--- src/rtl/gpr_wb_arb_pkg.sv ---
// Shared constants and types for the GPR writeback arbiter.
// Carries the cpu.h defines used by the writer side of the register file.
package gpr_wb_arb_pkg;

    localparam int unsigned WB_QDEPTH     = 2;
    localparam int unsigned WB_STARVE_MAX = 4;
    localparam int unsigned REG_ADDR_W    = 5;
    localparam int unsigned WORD_DATA_W   = 32;
    localparam int unsigned REG_NUM       = 32;

    localparam logic ENABLE_  = 1'b0;
    localparam logic DISABLE_ = 1'b1;

    typedef enum logic [1:0] {
        SRC_IDLE,
        SRC_PIPE,
        SRC_QUEUE,
        SRC_BYPASS
    } wb_src_e;

endpackage

--- src/rtl/gpr_wb_fifo.sv ---
// Small synchronous FIFO holding {addr, data} multi-cycle results.
// Push is ignored when full and pop is ignored when empty.
module gpr_wb_fifo #(
    parameter int unsigned DEPTH = 2,
    parameter int unsigned WIDTH = 37
) (
    input  logic             clk,
    input  logic             reset,
    input  logic             push,
    input  logic             pop,
    input  logic [WIDTH-1:0] din,
    output logic [WIDTH-1:0] head,
    output logic             full,
    output logic             empty
);

    localparam int unsigned PTR_W = (DEPTH > 1) ? $clog2(DEPTH) : 1;

    logic [WIDTH-1:0] mem [DEPTH];
    logic [PTR_W-1:0] rd_ptr;
    logic [PTR_W-1:0] wr_ptr;
    logic [PTR_W:0]   count;
    logic             do_push;
    logic             do_pop;

    assign full    = (count == (PTR_W + 1)'(DEPTH));
    assign empty   = (count == '0);
    assign do_push = push && !full;
    assign do_pop  = pop && !empty;
    assign head    = mem[rd_ptr];

    always_ff @(posedge clk) begin
        if (do_push) begin
            mem[wr_ptr] <= din;
        end
    end

    // Pointers wrap naturally because DEPTH is a power of two.
    always_ff @(posedge clk) begin
        if (reset) begin
            rd_ptr <= '0;
            wr_ptr <= '0;
            count  <= '0;
        end else begin
            if (do_push) wr_ptr <= wr_ptr + 1'b1;
            if (do_pop)  rd_ptr <= rd_ptr + 1'b1;
            if (do_push && !do_pop)      count <= count + 1'b1;
            else if (do_pop && !do_push) count <= count - 1'b1;
        end
    end

endmodule

--- src/rtl/gpr_wb_arb.sv ---
// Owns the GPR write port: merges pipeline writeback with queued or bypassed
// multi-cycle results, and tracks pending multi-cycle destinations.
module gpr_wb_arb
    import gpr_wb_arb_pkg::*;
#(
    parameter int unsigned DATA_W     = WORD_DATA_W,
    parameter int unsigned ADDR_W     = REG_ADDR_W,
    parameter int unsigned REG_NUM    = gpr_wb_arb_pkg::REG_NUM,
    parameter int unsigned QDEPTH     = WB_QDEPTH,
    parameter int unsigned STARVE_MAX = WB_STARVE_MAX
) (
    input  logic              clk,
    input  logic              reset,
    input  logic              pipe_we_,
    input  logic [ADDR_W-1:0] pipe_addr,
    input  logic [DATA_W-1:0] pipe_data,
    output logic              pipe_stall,
    input  logic              mc_issue,
    input  logic [ADDR_W-1:0] mc_issue_addr,
    input  logic              mc_valid,
    input  logic [ADDR_W-1:0] mc_addr,
    input  logic [DATA_W-1:0] mc_data,
    output logic              mc_ready,
    input  logic [ADDR_W-1:0] chk_addr_0,
    input  logic [ADDR_W-1:0] chk_addr_1,
    output logic              busy_0,
    output logic              busy_1,
    output logic              we_,
    output logic [ADDR_W-1:0] wr_addr,
    output logic [DATA_W-1:0] wr_data
);

    localparam int unsigned CNT_W = $clog2(STARVE_MAX + 1);

    wb_src_e                  src;
    logic                     q_push;
    logic                     q_pop;
    logic                     q_full;
    logic                     q_empty;
    logic [ADDR_W+DATA_W-1:0] q_head;
    logic [ADDR_W-1:0]        head_addr;
    logic [DATA_W-1:0]        head_data;
    logic [CNT_W-1:0]         starve_cnt;
    logic [REG_NUM-1:0]       busy;
    logic [REG_NUM-1:0]       busy_nxt;

    assign head_addr  = q_head[ADDR_W+DATA_W-1:DATA_W];
    assign head_data  = q_head[DATA_W-1:0];
    assign mc_ready   = !q_full;
    assign pipe_stall = (starve_cnt == CNT_W'(STARVE_MAX)) && !q_empty;
    assign busy_0     = busy[chk_addr_0];
    assign busy_1     = busy[chk_addr_1];

    always_comb begin
        src = SRC_IDLE;
        if (pipe_stall)      src = SRC_QUEUE;
        else if (!pipe_we_)  src = SRC_PIPE;
        else if (!q_empty)   src = SRC_QUEUE;
        else if (mc_valid)   src = SRC_BYPASS;
    end

    assign q_pop  = (src == SRC_QUEUE);
    assign q_push = mc_valid && mc_ready && (src != SRC_BYPASS);

    gpr_wb_fifo #(
        .DEPTH (QDEPTH),
        .WIDTH (ADDR_W + DATA_W)
    ) u_fifo (
        .clk   (clk),
        .reset (reset),
        .push  (q_push),
        .pop   (q_pop),
        .din   ({mc_addr, mc_data}),
        .head  (q_head),
        .full  (q_full),
        .empty (q_empty)
    );

    // Clear first, then set: a new issue to the retiring register stays busy.
    always_comb begin
        busy_nxt = busy;
        if (src == SRC_QUEUE)  busy_nxt[head_addr] = 1'b0;
        if (src == SRC_BYPASS) busy_nxt[mc_addr]   = 1'b0;
        if (mc_issue)          busy_nxt[mc_issue_addr] = 1'b1;
    end

    always_ff @(posedge clk) begin
        if (reset) begin
            starve_cnt <= '0;
            busy       <= '0;
        end else begin
            busy <= busy_nxt;
            if (q_pop)
                starve_cnt <= '0;
            else if (q_full && (starve_cnt != CNT_W'(STARVE_MAX)))
                starve_cnt <= starve_cnt + 1'b1;
        end
    end

    always_ff @(posedge clk) begin
        if (reset) begin
            we_     <= DISABLE_;
            wr_addr <= '0;
            wr_data <= '0;
        end else begin
            we_ <= DISABLE_;
            unique case (src)
                SRC_PIPE: begin
                    we_     <= ENABLE_;
                    wr_addr <= pipe_addr;
                    wr_data <= pipe_data;
                end
                SRC_QUEUE: begin
                    we_     <= ENABLE_;
                    wr_addr <= head_addr;
                    wr_data <= head_data;
                end
                SRC_BYPASS: begin
                    we_     <= ENABLE_;
                    wr_addr <= mc_addr;
                    wr_data <= mc_data;
                end
                default: ;
            endcase
        end
    end

endmodule
--- config.mk ---
export PLATFORM = sky130hd
export DESIGN_NAME = gpr_wb_arb
export DESIGN_NICKNAME = d
export VERILOG_FILES = /design/src/rtl/gpr_wb_arb_pkg.sv /design/src/rtl/gpr_wb_fifo.sv /design/src/rtl/gpr_wb_arb.sv
export SDC_FILE = /design/constraint.sdc
export NUM_CORES = 1
export LEC_CHECK = 0
export CORE_MARGIN = 4
export CORE_UTILIZATION = 50
export CTS_BUF_LIST = sky130_fd_sc_hd__clkbuf_4
export CTS_CLUSTER_DIAMETER = 150
export DETAILED_ROUTE_END_ITERATION = 10
export HOLD_SLACK_MARGIN = 0.06
export MAX_ROUTING_LAYER = met4
export PLACE_DENSITY = 0.83
export SKIP_CTS_REPAIR_TIMING = 1
export SYNTH_ARGS = -nofsm -noshare
export SYNTH_HDL_FRONTEND = slang
export SYNTH_SLANG_ARGS = --single-unit
--- constraint.sdc ---
create_clock -name clk -period 6.7 [get_ports clk]
set_clock_uncertainty 0.2 [all_clocks]
set_input_delay 1.34 -clock clk [delete_from_list [all_inputs] [get_ports clk]]
set_output_delay 1.34 -clock clk [all_outputs]
set_load 0.05 [all_outputs]
==> results of run 1 <==
## kinds of logic (layout without fill, tap and decap cells)
| logic type | count (synthesis) | count (layout) | share of synthesized area [%] |
|---|---|---|---|
| buffers and inverters | 82 | 212 | 5.09 |
| multiplexers | 62 | 62 | 9.59 |
| AO/OA/AOI/OAI | 210 | 210 | 20.4 |
| adder cells (fa/ha/maj) | 3 | 3 | 0.534 |
| XOR/XNOR | 6 | 6 | 0.747 |
| flip-flops | 152 | 152 | 53.8 |
| AND/OR/NAND/NOR | 138 | 138 | 9.82 |
## flip-flops by register name (all words and copies together), names as in the netlist, named ones only
register and cells:
wr_data 32, u_fifo.mem 74, u_fifo.wr_ptr 1, starve_cnt 3, wr_addr 5, u_fifo.rd_ptr 1, busy 32, u_fifo.count 2
we_ 1
## final cells by class
cell class | instances | area [um^2]
fillers | 1102 | 5050
clock buffers | 18 | 135
flip-flops and latches | 152 | 3780
clock inverters | 14 | 194
repair buffers | 138 | 1370
well taps | 180 | 225
inverters | 42 | 158
multi-input cells | 419 | 2910
## how the worst max path moves through the flow
stage	start	end	slack (ps)	depth (start not counted)
4_1_cts	chk_addr_0[2]	busy_0	1130	7
6_report	chk_addr_0[2]	busy_0	1100	7
2_1_floorplan	chk_addr_1[2]	busy_1	2530	6
3_3_place_gp	chk_addr_0[2]	busy_0	1240	7
3_5_place_dp	chk_addr_0[2]	busy_0	1130	7
5_1_grt	chk_addr_0[2]	busy_0	1010	7
## where the power goes
group | leakage, nW | total (W) | switching (W) | internal, W
Clock | 0.175 | 0.000639 | 0.000335 | 0.000304
Combinational | 1.36 | 0.000945 | 0.000583 | 0.000362
Sequential | 1.32 | 0.00124 | 0.000105 | 0.00114
## critical path, stage by stage
cell and delay (ps):
clkdlybuf4s50_1 1070, mux2i_1 180, a311oi_1 320, and3_1 190, a31oi_1 40, nand3_1 110
clkdlybuf4s50_1 800
## cell usage in the layout (no fill, tap or decap), types with 6 or more instances in the layout
| cell type | count |
|---|---|
| clkdlybuf4s50_1 | 135 |
| dfxtp_1 | 77 |
| edfxtp_1 | 74 |
| nand2_1 | 63 |
| inv_1 | 41 |
| o21ai_1 | 38 |
| o21ai_0 | 37 |
| a221oi_1 | 36 |
| o22ai_1 | 33 |
| o32ai_1 | 32 |
| mux2_2 | 32 |
| mux2i_1 | 27 |
| clkbuf_4 | 18 |
| nor2_1 | 15 |
| nand3_1 | 11 |
| o211ai_1 | 8 |
| nor2b_1 | 6 |
| a31oi_1 | 6 |
| nand3b_1 | 6 |
## cell usage after synthesis, types with 5 or more instances
| library cell | n | area [um^2] |
|---|---|---|
| nand3_1 | 11 | 55.1 |
| nand2_1 | 63 | 236 |
| nor2_1 | 17 | 63.8 |
| a31oi_1 | 6 | 37.5 |
| nor2b_1 | 7 | 43.8 |
| mux2i_1 | 27 | 270 |
| nor3_1 | 5 | 25.0 |
| edfxtp_1 | 74 | 2220 |
| o21ai_1 | 38 | 190 |
| o22ai_1 | 33 | 206 |
| o211ai_1 | 8 | 60.1 |
| o21ai_0 | 37 | 185 |
| buf_2 | 19 | 95.1 |
| a221oi_1 | 36 | 315 |
| clkbuf_1 | 15 | 56.3 |
| dfxtp_1 | 78 | 1560 |
| nand3b_1 | 6 | 45.0 |
| inv_1 | 41 | 154 |
| mux2_2 | 32 | 360 |
| nand2b_1 | 5 | 31.3 |
| o32ai_1 | 32 | 280 |
| nand4_1 | 5 | 31.3 |
## stage by stage
stage,hold WS (ps),utilization (%),total power (W),instance area (um^2)
global route,286,63.5,0.00296,8780
detailed placement,244,61.1,0.00220,8450
CTS,265,63.5,0.00284,8780
floorplan,266,-,0.00189,7030
global placement,238,61.1,0.00217,8450
finish,262,63.5,0.00283,8780
## per-layer routing
metal	track usage [%]	part of all wire (%)
met5	-	0
met2	37.2	47
met1	30.1	42
met4	10.6	3.6
met3	6.44	7.6
==> flow_summary.ini, run 1 <==
[status]
status = complete, no violations

[power]
powerDensity_mw_per_mm2 = 322
p_leak_nw = 2.86
ir_drop_mv = 0.230

[setup_path]
path_max_fanout = 20
crit_path_end_kind = output pin
r2r_start = starve_cnt[0]
reg2reg_to = wr_addr[3]
cp_data_arrival_time_ps = 4060
required_ps = 5160
rr_worst_depth = 7
start_kind = input pin
worstSetupPathType = input pin to output pin
r2r_slack_ps = 3730

[placed_design]
pre_cts_slack_ps = 1130
gp_congestion = 1.07
numPlacedInstances = 931
port_buffers = 135
hpwl_um = 13400

[floorplan]
num_rows = 43
start_util_pct = 50.9
die_h_um = 127
core_mm2 = 0.0138
ioPinCount = 136
die_area_mm2 = 0.0160
die_x_um = 127

[grt]
grt_max_degree = 47
antenna_found_initial = 0
grt_pass1_wl_um = 30400
grt_pass1_vias = 6044
grt_overflow = 0
grt_util_all_layers_pct = 24.2

[synthesis]
async_flop_share_pct = 0
synth_ff_type = dfxtp_1
synth_edf_count = 74
syn_avg_cell_area_um2 = 10.8
netlist_area_mm2 = 0.00703
synthCells = 653
ys_warn_count = 0
syn_nets = 750
ys_ff_latch = 152
synth-seq-area-share_pct = 53.8
synth_cell_types = 51

[route]
vias = 5903
drc = 0
detail_route.iter0.violations = 392
routed_via_density = 6.13
firstDrtPassIters = 5
wl_per_cell_um = 19.5
routed_wl_um = 18700
drtAntennaViolNets = 0

[timing]
final_hold_viol_count = 0
tightest_slew_ps = 1230
setup_viol = 0
rsz0062_at_grt = no
period_minus_slack_ps = 5600
fin_crit_sh_pct = 83.6
timing.fmax_mhz = 179
timing.final.ws_setup_ps = 1100
tns_ps = 0
slew_headroom_pct = 17.9
slew_viol_final = 0

[cells_and_area]
finalNonFillerCells = 963
layout-drive-gt1-share_pct = 11.4
syn2layout_area_growth_pct = 24.8
fin_nets = 867
antenna_cells = 0

[hold_path]
hold_path_depth = 2
hp-class = flip-flop to flip-flop
hold_path_startpoint = wr_data[29]
whs_endpoint = wr_data[29]

[clock_tree]
clkTransAtPathRegs_ps = 120
cts.sinks = 152
cts_buffers = 17
clk_path_buf_depth = 2
worstSkewPairLatency_ps = 560
h-tree-depth = 4
cts_tree = yes
cts_root_buf = clkbuf_4

[run]
drv_cap = 0
Note: power is estimated with default switching activity, not from simulation.
==> run 2: changes to the inputs <==
- CORE_UTILIZATION: 50 -> 49
- PLACE_DENSITY: 0.83 -> 0.85
- clock period: 6.7 -> 4.65 ns (I/O delays scaled with it)
==> flow_summary.ini, run 2 (synthesized netlist as in run 1, its figures left out) <==
[status]
status = complete, no violations

[cells_and_area]
utilization_pct = 63.0
fin_nets = 875
stdcell_area_mm2 = 0.00881
layout_common_cells = clkdlybuf4s50_1 (133), dfxtp_1 (77), edfxtp_1 (74)
top_regs = u_fifo.mem: 74 flops, busy: 32 flops, wr_data: 32 flops
regMostFlops = u_fifo.mem
largest_register_ffs = 74
finalNonFillerCells = 972
layout-drive-gt1-share_pct = 12.4
syn2layout_area_growth_pct = 25.3
final_common_cell = clkdlybuf4s50_1

[timing]
slew_viol_final = 0
rsz0062_at_grt = no
timing.fmax_mhz = 241
final_hold_viol_count = 0
fin_crit_sh_pct = 89.3
setup_viol = 0
tns_ps = 0
tightest_slew_ps = 1080
period_minus_slack_ps = 4150
slew_headroom_pct = 28.1

[setup_path]
path_max_fanout = 18
r2r_start = starve_cnt[0]
cp_data_arrival_time_ps = 3020
crit_path_end_kind = output pin
start_kind = input pin
cp-startpoint = chk_addr_0[2]
required_ps = 3520
worstSetupPathType = input pin to output pin

[route]
firstDrtPassIters = 5
vias = 5947
routed_wl_um = 19300
detail_route.iter0.violations = 583
drtAntennaViolNets = 0
wl_per_cell_um = 19.9
routed_via_density = 6.12
drc = 0

[clock_tree]
h-tree-depth = 4
cts_root_buf = clkbuf_4
cts.sinks = 152
cts_tree = yes
worstSkewPairLatency_ps = 550
clk_path_buf_depth = 2
clkTransAtPathRegs_ps = 120
cts_buffers = 17

[power]
total_power_w = 0.00397
p_leak_nw = 2.89
powerDensity_mw_per_mm2 = 451
ir_drop_mv = 0.278

[hold_path]
hold_path_startpoint = wr_data[18]
hp-class = flip-flop to flip-flop

[grt]
grt_overflow = 0
grt_util_all_layers_pct = 24.2
grt_max_degree = 47
grt_pass1_wl_um = 30200
antenna_found_initial = 1
grt_pass1_vias = 5831

[floorplan]
num_rows = 43
die_x_um = 128
start_util_pct = 50.3
ioPinCount = 136
core_mm2 = 0.0140
die_area_mm2 = 0.0163
die_h_um = 128

[run]
drv_cap = 0

[placed_design]
hpwl_um = 14000
port_buffers = 135
gp_congestion = 0.957
placed_cell_area_mm2 = 0.00853
numPlacedInstances = 939
==> run 2: cell count changes in the layout (fill, tap and decap cells not counted), moves of 2 or more <==
cell / change
buf_12: +2
buf_4: +8
bufinv_16: -2
clkbuf_4: +5
clkdlybuf4s50_1: -2
clkinv_4: +2
inv_6: -3
==> run 2: worst paths after layout <==
path	end	slack, ps	cells past startpoint
max	busy_0	500	8
min	wr_data[18]	260	2
max reg2reg	busy[31]	2050	8
min reg2reg	wr_data[18]	260	2
==> run 2: area by class of cell <==
cell class,instances,area (um^2)
Sequential cell,152,3780
Tap cell,180,225
Clock buffer,23,173
Inverter,42,158
Timing Repair Buffer,146,1450
Multi-Input combinational cell,419,2910
Antenna cell,1,2.50
Clock inverter,9,106
Fill cell,1129,5180
==> run 2: routing by layer <==
layer  vias to the layer above  wire, um  GRT usage, %
met5                         -         0             -
met2                       231      9840          39.9
met1                      2897      7940          29.3
met3                        47       992          4.63
met4                         0       558          9.61
li1                       2772         -             -
==> run 2: per-stage QoR <==
stage | setup slack, ps | hold slack (ps)
floorplan | 1280 | 266
global placement | 594 | 238
detailed placement | 526 | 246
CTS | 521 | 261
global route | 366 | 283
finish | 496 | 261
==> run 2: worst max-delay path: stages <==
cell,delay [ps]
clkdlybuf4s50_1,970
buf_4,260
mux2i_1,70
a22o_1,200
a31oi_1,170
nand4_1,110
nand3_1,140
buf_12,150
==> run 2: where the power goes <==
| group | total [W] | switching (W) | leakage, nW | internal (W) |
|---|---|---|---|---|
| Clock | 0.000804 | 0.000451 | 0.152 | 0.000353 |
| Sequential | 0.00179 | 0.000148 | 1.32 | 0.00164 |
| Combinational | 0.00138 | 0.000843 | 1.41 | 0.000538 |
| Total | 0.00397 | 0.00144 | 2.89 | 0.00253 |
==> run 3: changes to the inputs <==
- CORE_MARGIN: 4 -> 2
==> flow_summary.ini, run 3 (synthesized netlist as in run 1, its figures left out) <==
[floorplan]
die_h_um = 124
die_area_mm2 = 0.0153
ioPinCount = 136
start_util_pct = 50.5
num_rows = 43
die_x_um = 124
core_mm2 = 0.0139

[cells_and_area]
nFillCells = 1056
stdcell_area_mm2 = 0.00890
regMostFlops = u_fifo.mem
largest_register_ffs = 74
top_regs = u_fifo.mem: 74 flops, busy: 32 flops, wr_data: 32 flops
final_common_cell = clkdlybuf4s50_1
layout-drive-gt1-share_pct = 12.3
layout_common_cells = clkdlybuf4s50_1 (133), dfxtp_1 (77), edfxtp_1 (74)
fin_nets = 874
syn2layout_area_growth_pct = 26.6
antenna_cells = 0

[timing]
rsz0062_at_grt = no
tightest_slew_ps = 1090
fin_crit_sh_pct = 85.8
slew_viol_final = 0
final_hold_viol_count = 0
setup_viol = 0
tns_ps = 0
slew_headroom_pct = 27.0
period_minus_slack_ps = 3990
timing.fmax_mhz = 251
timing.final.ws_setup_ps = 658

[grt]
antenna_found_initial = 0
grt_pass1_vias = 5870
grt_util_all_layers_pct = 26.4
grt_pass1_wl_um = 30000
grt_overflow = 0
grt_max_degree = 47

[route]
detail_route.iter0.violations = 399
wl_per_cell_um = 19.6
routed_via_density = 6.15
routed_wl_um = 19000
firstDrtPassIters = 7
drtAntennaViolNets = 0
drc = 0
vias = 5965

[setup_path]
reg2reg_to = busy[29]
start_kind = input pin
r2r_slack_ps = 2010
crit_path_end_kind = output pin
path_max_fanout = 12
worstSetupPathType = input pin to output pin
rr_worst_depth = 8
r2r_start = starve_cnt[0]
cp_data_arrival_time_ps = 2860
required_ps = 3520

[clock_tree]
cts_root_buf = clkbuf_4
clkTransAtPathRegs_ps = 130
cts_tree = yes
clk_path_buf_depth = 2
worstSkewPairLatency_ps = 550
cts_buffers = 17
h-tree-depth = 4
cts.sinks = 152

[hold_path]
hold_path_startpoint = wr_data[25]
hp-class = flip-flop to flip-flop
hold_path_depth = 2
whs_endpoint = wr_data[25]

[run]
drv_cap = 0

[power]
pwr-share-clk_pct = 24.6
p_int_w = 0.00272
seqPwrFrac_pct = 42.5
power_frac_comb_pct = 32.9
power_switching_w = 0.00149
switching_share_pct = 35.3
powerDensity_mw_per_mm2 = 473
ir_drop_mv = 0.333
p_leak_nw = 2.93

[placed_design]
hpwl_um = 13700
port_buffers = 135
pre_cts_slack_ps = 673
gp_congestion = 0.971
placed_cell_area_mm2 = 0.00852

[status]
status = complete, no violations
## run 3: cell types whose count changed in the layout (fill, tap and decap cells not counted), sizes merged
cell	delta
diode	-1
bufinv	+4
buf	-1
clkinvlp	-1
inv	+4
clkinv	-2
clkbuf	-5
## run 3: routing by layer
layer,vias to the layer above,track usage [%],part of all wire [%]
met3,47,4.90,6.6
met4,0,8.74,2.4
met2,282,44.6,50
met1,2876,32.0,41
li1,2760,-,-
met5,-,-,0
## run 3: cell type report
type / count / area, um^2 / area share [%]
inverter: 42 / 158 / 1.77
multi-input combinational: 419 / 2910 / 32.7
clock inverter: 14 / 243 / 2.73
timing repair buffer: 145 / 1450 / 16.3
sequential: 152 / 3780 / 42.5
clock buffer: 18 / 135 / 1.52
tap: 180 / 225 / 2.53
## run 3: worst max-delay path, cell delays in order
cell             delay [ps]
clkdlybuf4s50_1         890
mux2i_1                 260
a311oi_1                120
and3_1                  210
a31oi_1                 140
nand3_1                 140
buf_12                  170
## run 3: worst max-delay path by stage
| stage | startpoint | to | slack, ps | cells past startpoint |
|---|---|---|---|---|
| after floorplan | pipe_we_ | u_fifo.mem[0][0] | 1280 | 3 |
| final | chk_addr_0[2] | busy_0 | 660 | 7 |
| after detailed placement | chk_addr_0[2] | busy_0 | 670 | 7 |
| after global placement | chk_addr_0[2] | busy_0 | 750 | 7 |
| after global routing | chk_addr_0[2] | busy_0 | 540 | 7 |
| after CTS | chk_addr_0[2] | busy_0 | 650 | 7 |
## run 3: metrics by stage
stage	util (%)	instances	power [W]	hold slack [ps]
3_3_place_gp	61.2	938	0.00314	236
5_1_grt	63.9	970	0.00438	281
2_1_floorplan	-	653	0.00273	266
3_5_place_dp	61.2	938	0.00318	245
6_report	63.9	970	0.00421	261
4_1_cts	63.9	970	0.00421	266
## run 3: power by group through the flow
stage	logic, W	clock network, W	registers, W
6_report	0.00139	0.00103	0.00179
5_1_grt	0.00147	0.00109	0.00181
4_1_cts	0.00138	0.00104	0.00179
3_5_place_dp	0.00137	0	0.00181
3_3_place_gp	0.00134	0	0.00180
2_1_floorplan	0.000677	0	0.00205
